<file path="config.mk">
export PLATFORM = sky130hd
export DESIGN_NAME = axil_regfile_slave
export DESIGN_NICKNAME = d
export VERILOG_FILES = /design/src/rtl/regfile_pkg.sv /design/src/rtl/axil_addr_decode.sv /design/src/rtl/axil_regfile_slave.sv
export SDC_FILE = /design/constraint.sdc
export NUM_CORES = 1
export LEC_CHECK = 0
export ABC_AREA = 0
export CORE_MARGIN = 2
export CORE_UTILIZATION = 35
export CTS_CLUSTER_DIAMETER = 100
export DETAILED_ROUTE_END_ITERATION = 10
export GPL_ROUTABILITY_DRIVEN = 1
export PLACE_DENSITY = 0.63
export SLEW_MARGIN = 20
export SYNTH_ARGS = -nofsm -noshare
export SYNTH_HDL_FRONTEND = slang
export SYNTH_SLANG_ARGS = --single-unit
</file>
<file path="constraint.sdc">
create_clock -name s_axi_aclk -period 13.8 [get_ports s_axi_aclk]
set_input_delay 2.07 -clock s_axi_aclk [delete_from_list [all_inputs] [get_ports s_axi_aclk]]
set_output_delay 2.07 -clock s_axi_aclk [all_outputs]
set_load 0.01 [all_outputs]
</file>
<file path="src/rtl/regfile_pkg.sv">
// Shared response codes and FSM state types for the AXI-Lite register file slave.
package regfile_pkg;

    localparam logic [2:0] RESP_OKAY   = 3'b000;
    localparam logic [2:0] RESP_SLVERR = 3'b010;

    typedef enum logic [1:0] {
        W_IDLE,
        W_HAVE_ADDR,
        W_HAVE_DATA,
        W_RESP
    } write_state_t;

    typedef enum logic {
        R_IDLE,
        R_DATA
    } read_state_t;

endpackage

</file>
<file path="src/rtl/axil_addr_decode.sv">
// Combinational address decode: word-aligned offset from BASE_ADDR -> hit flag and word index.
module axil_addr_decode #(
    parameter int ADDR_WIDTH = 8,
    parameter int NUM_WORDS  = 8,
    parameter int BASE_ADDR  = 0,
    parameter int IDX_W      = 3
) (
    input  logic [ADDR_WIDTH-1:0] addr,
    output logic                  hit,
    output logic [IDX_W-1:0]      index
);

    localparam logic [ADDR_WIDTH:0]   LIMIT = (ADDR_WIDTH+1)'(4 * NUM_WORDS);
    localparam logic [ADDR_WIDTH-1:0] BASE  = ADDR_WIDTH'(BASE_ADDR);

    logic [ADDR_WIDTH-1:0] offset;

    // Subtraction wraps modulo 2^ADDR_WIDTH, so addresses below the base fall far out of range.
    assign offset = addr - BASE;
    assign hit    = (offset[1:0] == 2'b00) && ({1'b0, offset} < LIMIT);
    assign index  = IDX_W'(offset >> 2);

endmodule

</file>
<file path="src/rtl/axil_regfile_slave.sv">
// AXI-Lite slave register file with independent write/read channels and flat register export.
// Optional feature: define REGFILE_WRCNT_EN to add a read-only committed-write counter at offset 4*NUM_REGS.
module axil_regfile_slave
    import regfile_pkg::*;
#(
    parameter int DATA_WIDTH = 32,
    parameter int ADDR_WIDTH = 8,
    parameter int RESP_WIDTH = 3,
    parameter int NUM_REGS   = 8,
    parameter int BASE_ADDR  = 0
) (
    input  logic                           s_axi_aclk,
    input  logic                           s_axi_areset,
    input  logic [ADDR_WIDTH-1:0]          s_axi_awaddr,
    input  logic                           s_axi_awvalid,
    output logic                           s_axi_awready,
    input  logic [DATA_WIDTH-1:0]          s_axi_wdata,
    input  logic [DATA_WIDTH/8:0]          s_axi_wstrb,
    input  logic                           s_axi_wvalid,
    output logic                           s_axi_wready,
    output logic [RESP_WIDTH-1:0]          s_axi_bresp,
    output logic                           s_axi_bvalid,
    input  logic                           s_axi_bready,
    input  logic [ADDR_WIDTH-1:0]          s_axi_araddr,
    input  logic                           s_axi_arvalid,
    output logic                           s_axi_arready,
    output logic [DATA_WIDTH-1:0]          s_axi_rdata,
    output logic [RESP_WIDTH-1:0]          s_axi_rresp,
    output logic                           s_axi_rvalid,
    input  logic                           s_axi_rready,
    output logic [NUM_REGS*DATA_WIDTH-1:0] reg_q
);

    localparam int NB = DATA_WIDTH / 8;
`ifdef REGFILE_WRCNT_EN
    localparam int EXTRA = 1;
`else
    localparam int EXTRA = 0;
`endif
    localparam int IDX_W  = (NUM_REGS + EXTRA > 1) ? $clog2(NUM_REGS + EXTRA) : 1;
    localparam int RIDX_W = (NUM_REGS > 1) ? $clog2(NUM_REGS) : 1;
    localparam logic [RESP_WIDTH-1:0] OKAY_R   = RESP_WIDTH'(RESP_OKAY);
    localparam logic [RESP_WIDTH-1:0] SLVERR_R = RESP_WIDTH'(RESP_SLVERR);

    write_state_t write_state_reg, write_state_next;
    read_state_t  read_state_reg, read_state_next;

    logic                  ready_en_reg;
    logic [ADDR_WIDTH-1:0] awaddr_reg, wr_addr;
    logic [DATA_WIDTH-1:0] wdata_reg, wr_data;
    logic [NB-1:0]         wstrb_reg, wr_strb;
    logic [RESP_WIDTH-1:0] bresp_reg, rresp_reg;
    logic [DATA_WIDTH-1:0] rdata_reg, rd_word;
    logic                  aw_ready, w_ready, ar_ready, commit;
    logic                  wr_hit, wr_ok, rd_hit;
    logic [IDX_W-1:0]      wr_idx, rd_idx;
    logic [DATA_WIDTH-1:0] regs_w [NUM_REGS];
    logic                  unused_wstrb_msb;

    assign unused_wstrb_msb = s_axi_wstrb[NB];

    // Readies stay low through reset and rise on the first edge after release.
    always_ff @(posedge s_axi_aclk or posedge s_axi_areset) begin
        if (s_axi_areset) ready_en_reg <= 1'b0;
        else              ready_en_reg <= 1'b1;
    end

    // Address/data come straight from the bus unless captured by an earlier handshake.
    assign wr_addr = (write_state_reg == W_HAVE_ADDR) ? awaddr_reg : s_axi_awaddr;
    assign wr_data = (write_state_reg == W_HAVE_DATA) ? wdata_reg  : s_axi_wdata;
    assign wr_strb = (write_state_reg == W_HAVE_DATA) ? wstrb_reg  : s_axi_wstrb[NB-1:0];

    axil_addr_decode #(
        .ADDR_WIDTH(ADDR_WIDTH), .NUM_WORDS(NUM_REGS + EXTRA),
        .BASE_ADDR(BASE_ADDR),   .IDX_W(IDX_W)
    ) u_wr_decode (
        .addr(wr_addr), .hit(wr_hit), .index(wr_idx)
    );

    axil_addr_decode #(
        .ADDR_WIDTH(ADDR_WIDTH), .NUM_WORDS(NUM_REGS + EXTRA),
        .BASE_ADDR(BASE_ADDR),   .IDX_W(IDX_W)
    ) u_rd_decode (
        .addr(s_axi_araddr), .hit(rd_hit), .index(rd_idx)
    );

`ifdef REGFILE_WRCNT_EN
    logic [DATA_WIDTH-1:0] wr_cnt_reg;
    assign wr_ok = wr_hit && (wr_idx != IDX_W'(NUM_REGS));

    always_ff @(posedge s_axi_aclk or posedge s_axi_areset) begin
        if (s_axi_areset)          wr_cnt_reg <= '0;
        else if (commit && wr_ok)  wr_cnt_reg <= wr_cnt_reg + DATA_WIDTH'(1);
    end
`else
    assign wr_ok = wr_hit;
`endif

    always_comb begin
        write_state_next = write_state_reg;
        aw_ready         = 1'b0;
        w_ready          = 1'b0;
        commit           = 1'b0;
        case (write_state_reg)
            W_IDLE: begin
                aw_ready = ready_en_reg;
                w_ready  = ready_en_reg;
                if (ready_en_reg && s_axi_awvalid && s_axi_wvalid) begin
                    write_state_next = W_RESP;
                    commit           = 1'b1;
                end else if (ready_en_reg && s_axi_awvalid) begin
                    write_state_next = W_HAVE_ADDR;
                end else if (ready_en_reg && s_axi_wvalid) begin
                    write_state_next = W_HAVE_DATA;
                end
            end
            W_HAVE_ADDR: begin
                w_ready = 1'b1;
                if (s_axi_wvalid) begin
                    write_state_next = W_RESP;
                    commit           = 1'b1;
                end
            end
            W_HAVE_DATA: begin
                aw_ready = 1'b1;
                if (s_axi_awvalid) begin
                    write_state_next = W_RESP;
                    commit           = 1'b1;
                end
            end
            W_RESP: begin
                if (s_axi_bready) write_state_next = W_IDLE;
            end
            default: write_state_next = W_IDLE;
        endcase
    end

    always_ff @(posedge s_axi_aclk or posedge s_axi_areset) begin
        if (s_axi_areset) begin
            write_state_reg <= W_IDLE;
            awaddr_reg      <= '0;
            wdata_reg       <= '0;
            wstrb_reg       <= '0;
            bresp_reg       <= '0;
        end else begin
            write_state_reg <= write_state_next;
            if (aw_ready && s_axi_awvalid) awaddr_reg <= s_axi_awaddr;
            if (w_ready && s_axi_wvalid) begin
                wdata_reg <= s_axi_wdata;
                wstrb_reg <= s_axi_wstrb[NB-1:0];
            end
            if (commit) bresp_reg <= wr_ok ? OKAY_R : SLVERR_R;
        end
    end

    genvar gi;
    generate
        for (gi = 0; gi < NUM_REGS; gi++) begin : g_reg
            logic [DATA_WIDTH-1:0] data_reg;
            always_ff @(posedge s_axi_aclk or posedge s_axi_areset) begin
                if (s_axi_areset) begin
                    data_reg <= '0;
                end else if (commit && wr_ok && (wr_idx[RIDX_W-1:0] == RIDX_W'(gi))) begin
                    for (int b = 0; b < NB; b++) begin
                        if (wr_strb[b]) data_reg[b*8 +: 8] <= wr_data[b*8 +: 8];
                    end
                end
            end
            assign regs_w[gi]                             = data_reg;
            assign reg_q[gi*DATA_WIDTH +: DATA_WIDTH] = data_reg;
        end
    endgenerate

    always_comb begin
        rd_word = '0;
        if (rd_hit) begin
`ifdef REGFILE_WRCNT_EN
            if (rd_idx == IDX_W'(NUM_REGS)) rd_word = wr_cnt_reg;
            else                            rd_word = regs_w[rd_idx[RIDX_W-1:0]];
`else
            rd_word = regs_w[rd_idx];
`endif
        end
    end

    always_comb begin
        read_state_next = read_state_reg;
        ar_ready        = 1'b0;
        case (read_state_reg)
            R_IDLE: begin
                ar_ready = ready_en_reg;
                if (ready_en_reg && s_axi_arvalid) read_state_next = R_DATA;
            end
            R_DATA: begin
                if (s_axi_rready) read_state_next = R_IDLE;
            end
            default: read_state_next = R_IDLE;
        endcase
    end

    always_ff @(posedge s_axi_aclk or posedge s_axi_areset) begin
        if (s_axi_areset) begin
            read_state_reg <= R_IDLE;
            rdata_reg      <= '0;
            rresp_reg      <= '0;
        end else begin
            read_state_reg <= read_state_next;
            if (ar_ready && s_axi_arvalid) begin
                rdata_reg <= rd_word;
                rresp_reg <= rd_hit ? OKAY_R : SLVERR_R;
            end
        end
    end

    assign s_axi_awready = aw_ready;
    assign s_axi_wready  = w_ready;
    assign s_axi_bvalid  = (write_state_reg == W_RESP);
    assign s_axi_bresp   = bresp_reg;
    assign s_axi_arready = ar_ready;
    assign s_axi_rvalid  = (read_state_reg == R_DATA);
    assign s_axi_rdata   = rdata_reg;
    assign s_axi_rresp   = rresp_reg;

endmodule
</file>
Yosys cells after proc, flatten, opt, wreduce, memory -nomap -nowiden --
Cells that the tools add are included. W data, S select, Z words.
Storage, ports and cells: input bits 60, output and inout port bits 299, flip-flop bits (word level) 342, logic and storage cells 141
Operators by class: mux-type cells 26, reductions and logical operators 55, eq/ne operators 14, bitwise operators 2, $lt $le $gt $ge 3
Operator list (count):
- $mux W32 | 4
- $bmux W32 S3 | 1
- $reduce_and A2 Y1 | 32
- $logic_and A1 B1 Y1 | 18
- $lt A8 B6 Y1 const B | 2
- $mux W2 | 8
- $eq A3 B3 Y1 const B | 4
- $mux W8 | 1
- $pmux W2 S4 | 1
- $eq A3 B2 Y1 const B | 2
- $logic_not A2 Y1 | 3
- $mux W1 | 6
- $pmux W1 S2 | 3
- $eq A2 B2 Y1 const B | 2
- $ge A4 B4 Y1 const B | 1
- $mux W4 | 1
- $ne A2 B2 Y1 const B | 2
- $ne A4 B4 Y1 const B | 1
- $not A3 Y4 | 1
- $reduce_and A4 Y1 | 1
- $eq A3 B1 Y1 const B | 1
- $logic_not A3 Y1 | 1
- $pmux W1 S3 | 1
- $eq A2 B1 Y1 const B | 1
- 2 further kinds | 2

Longest topological paths before layout --
depth after elaboration 7, gate-level depth with buffers 9, mapped depth without buffers 6

Hierarchy --
A second synthesis with hierarchy kept.
Unflattened totals: cells, all modules 1053, area, all modules 16045.4 µm²
By module, submodules not included:
- axil_regfile_slave | area each 15977.8 µm², times used 1, sequential area each 8458.1 µm², cells each 1043
- axil_addr_decode | area each 33.8 µm², times used 2, sequential area each 0.0 µm², cells each 5

Least setup slack after synthesis --
Ideal clock, no wire load.
path kind input to register, start input s_axi_awvalid, end register g_reg[6].data_reg[24], arrival 3623 ps, buffers on the path 2, setup time 128 ps, stages 6, required time 13672 ps, path slack 10049 ps, cell sequence clkbuf_2 -> a22oi_1 -> a211oi_4 -> buf_6 -> nand4_4 -> mux2_1
On the way: word-level cells in the longest chain between the ends 7, elaborated cells on any way between the ends 8, classes of those cells 3 x mux; 5 x reduce/logical
RTL lines:
- start: declaration | RTL line axil_regfile_slave.sv:15 | input logic s_axi_awvalid,
- $logic_and A1 B1 Y1 (2 in a row) | RTL line axil_regfile_slave.sv:108 | if (ready_en_reg && s_axi_awvalid && s_axi_wvalid) begin
- $mux W1 | RTL line axil_regfile_slave.sv:108
- $pmux W1 S3 * | RTL line axil_regfile_slave.sv:104 | case (write_state_reg)
- $logic_and A1 B1 Y1 * (2 in a row) | RTL line axil_regfile_slave.sv:163 | end else if (commit && wr_ok && (wr_idx[RIDX_W-1:0] == RIDX_W'(gi))) begin
- $reduce_and A2 Y1 (no source line) *
- end signal: indexed assignment | RTL line axil_regfile_slave.sv:165 | if (wr_strb[b]) data_reg[b*8 +: 8] <= wr_data[b*8 +: 8];
- end: declaration | RTL line axil_regfile_slave.sv:159 | logic [DATA_WIDTH-1:0] data_reg;
Mark *: on every way between the ends. The rest lies on a longest branch, timed or not. A chain may end at the register's enable or synchronous reset.

Final worst setup path --
start register write_state_reg[0], end output s_axi_awready
On the way: word-level cells in the longest chain between the ends 2, elaborated cells on any way between the ends 3, classes of those cells 1 x eq/ne; 1 x mux; 1 x reduce/logical
RTL lines:
- start: declaration | RTL line axil_regfile_slave.sv:45 | write_state_t write_state_reg, write_state_next;
- start signal: assignment | RTL line axil_regfile_slave.sv:146 | write_state_reg <= write_state_next;
- $eq A2 B2 Y1 / $logic_not A2 Y1 (equally long branches) | RTL line axil_regfile_slave.sv:104
- $pmux W1 S2 * | RTL line axil_regfile_slave.sv:104
- end: declaration | RTL line axil_regfile_slave.sv:16 | output logic s_axi_awready,
Marked as above.

==> run_results.csv <==
group,metric,value,unit
setup_path,worstSetupEndpoint,"s_axi_awready",
floorplan,io_pins,359,
outcome,status,"completed",
sta,relSlewSlack,26.26,%
drt,top_layer_used,"met4",
cells_and_area,largest_reg_flops,256,
cts,clock-sinks,338,
synth,netlist_area,15550,sq um
drt,wl_met1,20450,um
power_and_ir_drop,p_leak,9.487,nW
power_and_ir_drop,p_total,0.003091,W
synth,synth-edff-count,0,
synth,synth_ff_type,"dfrtp_1",
cells_and_area,layout_commonest_cell,"clkdlybuf4s50_1",
cts,cts_buffers,38,
setup_path,cp-startpoint,"write_state_reg[0]",
power_and_ir_drop,p_per_area,147.3,nW/um^2
sta,skew,21.40,ps
synth,synth_top_area_share,54.40,%
setup_path,worstPathMaxFanout,39,
cts,clock_latency,550,ps
drt,num_vias,10030,
drt,wl_per_cell,23.96,um
floorplan,fp.dieArea,46130,sq um
floorplan,rows,77,
setup_path,worst_ep_arrival_time,2590,ps
setup_path,cp-start-kind,"flop",
setup_path,reg2reg_to,"g_reg[0].data_reg[19]",
synth,synth_warnings,0,
grt,antenna_found_initial,2,
cells_and_area,regArea,8458,sq um
floorplan,die_y,214.8,um
sta,hold_violations,0,
place,place_inst,1883,
grt,grtUsageTotal,20.39,%
flow_run,maxCapViolations,0,
floorplan,die_w,214.8,um
min_path,hp-class,"reg2reg",
cts,postCtsSetupRepairBufs,0,
setup_path,reg2reg_slack,10310,ps
setup_path,path_class,"reg2out",
sta,setup_tns,0,ps
sta,period_minus_slack,4658,ps
drt,drt_pass1_iterations,4,
synth,ys_seq_area_share,54.40,%
synth,async_flop_share,100.0,%
drt,wl,46750,um
sta,period_share,33.75,%
sta,worst_pin_slew,1106,ps
cells_and_area,area_growth,34.95,%
drt,wl_met2,22070,um
synth,synth_area_leaders,"dfrtp_1 54%, mux2_2 24%, mux4_2 9.3%",
setup_path,critical_path_required,11730,ps
cts,cts_hold_buffers,0,
sta,finalSetupViolations,0,
sta,holdWs,476.9,ps
cts,clock_path_buffers,3,
grt,grt_max_degree,161,
floorplan,start_util,35.32,%
grt,grt_pass1_vias,10540,
synth,synthCells,975,
cts,ctsRootBufferMaster,"clkbuf_16",
setup_path,r2r_cells,7,
drt,drtIter0Drc,669,
sta,finalMaxSlewViolations,0,
place,place_congestion,0.7497,
sta,rsz0062_at_grt,"false",
grt,grt_pass1_wl,70610,um
cells_and_area,multi_input_area,6825,sq um
min_path,worst_hold_startpoint,"s_axi_rdata[22]",
synth,ys_types,40,
floorplan,core,44030,sq um
synth,synth_seq_cells,338,
sta,timing.fmax,0.2147,GHz
cells_and_area,num-fill-cells,3907,
drt,vias_per_cell,5.141,
setup_path,max_stage_delay,700,ps
cts,cts-resized-gates,0,
cts,clkTransAtPathRegs,60,ps
cts,cts_tree,"done",
power_and_ir_drop,vdd_drop_max,0.08510,mV
cells_and_area,drive_gt1_share,37.33,%
setup_path,path_cells,"inv_1, ha_4, a21o_1, clkdlybuf4s50_1",
drt,drc_errors,0,
place,io_buffers,353,
drt,final_antenna_net_count,0,
setup_path,cp-end-kind,"primary output",
cells_and_area,mostFrequentLayoutCells,"350 x clkdlybuf4s50_1, 338 x dfrtp_1, 330 x mux2_2",
cts,htree_levels,2,
drt,wl_met3,3137,um
setup_path,reg2reg_from,"write_state_reg[0]",
cells_and_area,num-nets-final,1396,
grt,overflow,0,
setup_path,critPathSlowestCell,"ha_4",
synth,synth_area_leader_cell,"dfrtp_1",
place,hpwlAfterDp,30100,um
cells_and_area,fin_cells,1951,
synth,syn_avg_cell_area,15.95,sq um
Yosys cell counts (2+ instances only):
cell,instances
a21oi_1,2
buf_6,2
nor2_1,4
nand4_2,13
mux2i_1,36
mux4_2,64
nand4_4,20
buf_1,6
buf_4,6
a22o_1,2
mux2_2,330
nand2_1,38
ha_1,5
dfrtp_1,338
nor2b_1,2
inv_1,11
o21ai_0,35
mux2_1,6
conb_1,2
a211oi_4,2
clkbuf_1,20
buf_2,13
critical path: cells and delay by family, from the launching register on:
| kind | cells | cell delay (ps) |
|---|---|---|
| AO/OA/AOI/OAI | 1 | 200 |
| adder cells (fa/ha/maj) | 1 | 700 |
| buffers and inverters | 2 | 710 |
| flip-flops | 1 | 420 |
layer usage:
metal | global-route usage, % | vias to the layer above
met1 | 27.26 | 5312
met2 | 32.69 | 286
met4 | 5.972 | 0
li1 | - | 4368
met3 | 5.336 | 64
met5 | 0 | -
metrics by stage:
stage	area [sq um]	setup WS, ps	utilization [%]
6_report	20980	9142	47.66
2_1_floorplan	15560	2363	-
3_5_place_dp	19680	8997	44.69
3_3_place_gp	19680	9011	44.69
4_1_cts	20980	9075	47.65
5_1_grt	20980	9027	47.66
kinds of logic after synthesis:
kind of cell             after synthesis  share of synthesized area, %
buffers and inverters                 60                         1.907
AND/OR/NAND/NOR                       84                         5.182
other                                  2                       0.04830
flip-flops                           338                         54.40
multiplexers                         436                         35.92
AO/OA/AOI/OAI                         50                         2.141
adder cells (fa/ha/maj)                5                        0.4023
worst min-delay path by stage:
stage                           end  slack (ps)  depth (start not counted)
floorplan              wdata_reg[0]         470                          1
detailed placement  s_axi_rdata[22]         470                          2
finish              s_axi_rdata[22]         480                          2
CTS                 s_axi_rdata[22]         480                          2
global placement    s_axi_rdata[22]         460                          2
global route        s_axi_rdata[27]         510                          2
layout make-up:
cell class / count / area share, %
antenna: 1 / 0.01193
multi-input combinational: 580 / 32.53
clock buffer: 55 / 5.218
tap: 592 / 3.530
sequential: 338 / 40.31
clock inverter: 12 / 0.9958
inverter: 11 / 0.2326
timing repair buffer: 362 / 17.17
power breakdown:
| part | leakage [nW] | internal [W] | switching [W] |
|---|---|---|---|
| Sequential | 4.60 | 0.00113 | 0.0000924 |
| Clock | 0.631 | 0.000646 | 0.000412 |
| Combinational | 4.26 | 0.000386 | 0.000426 |
(Power assumes the default switching activity.)
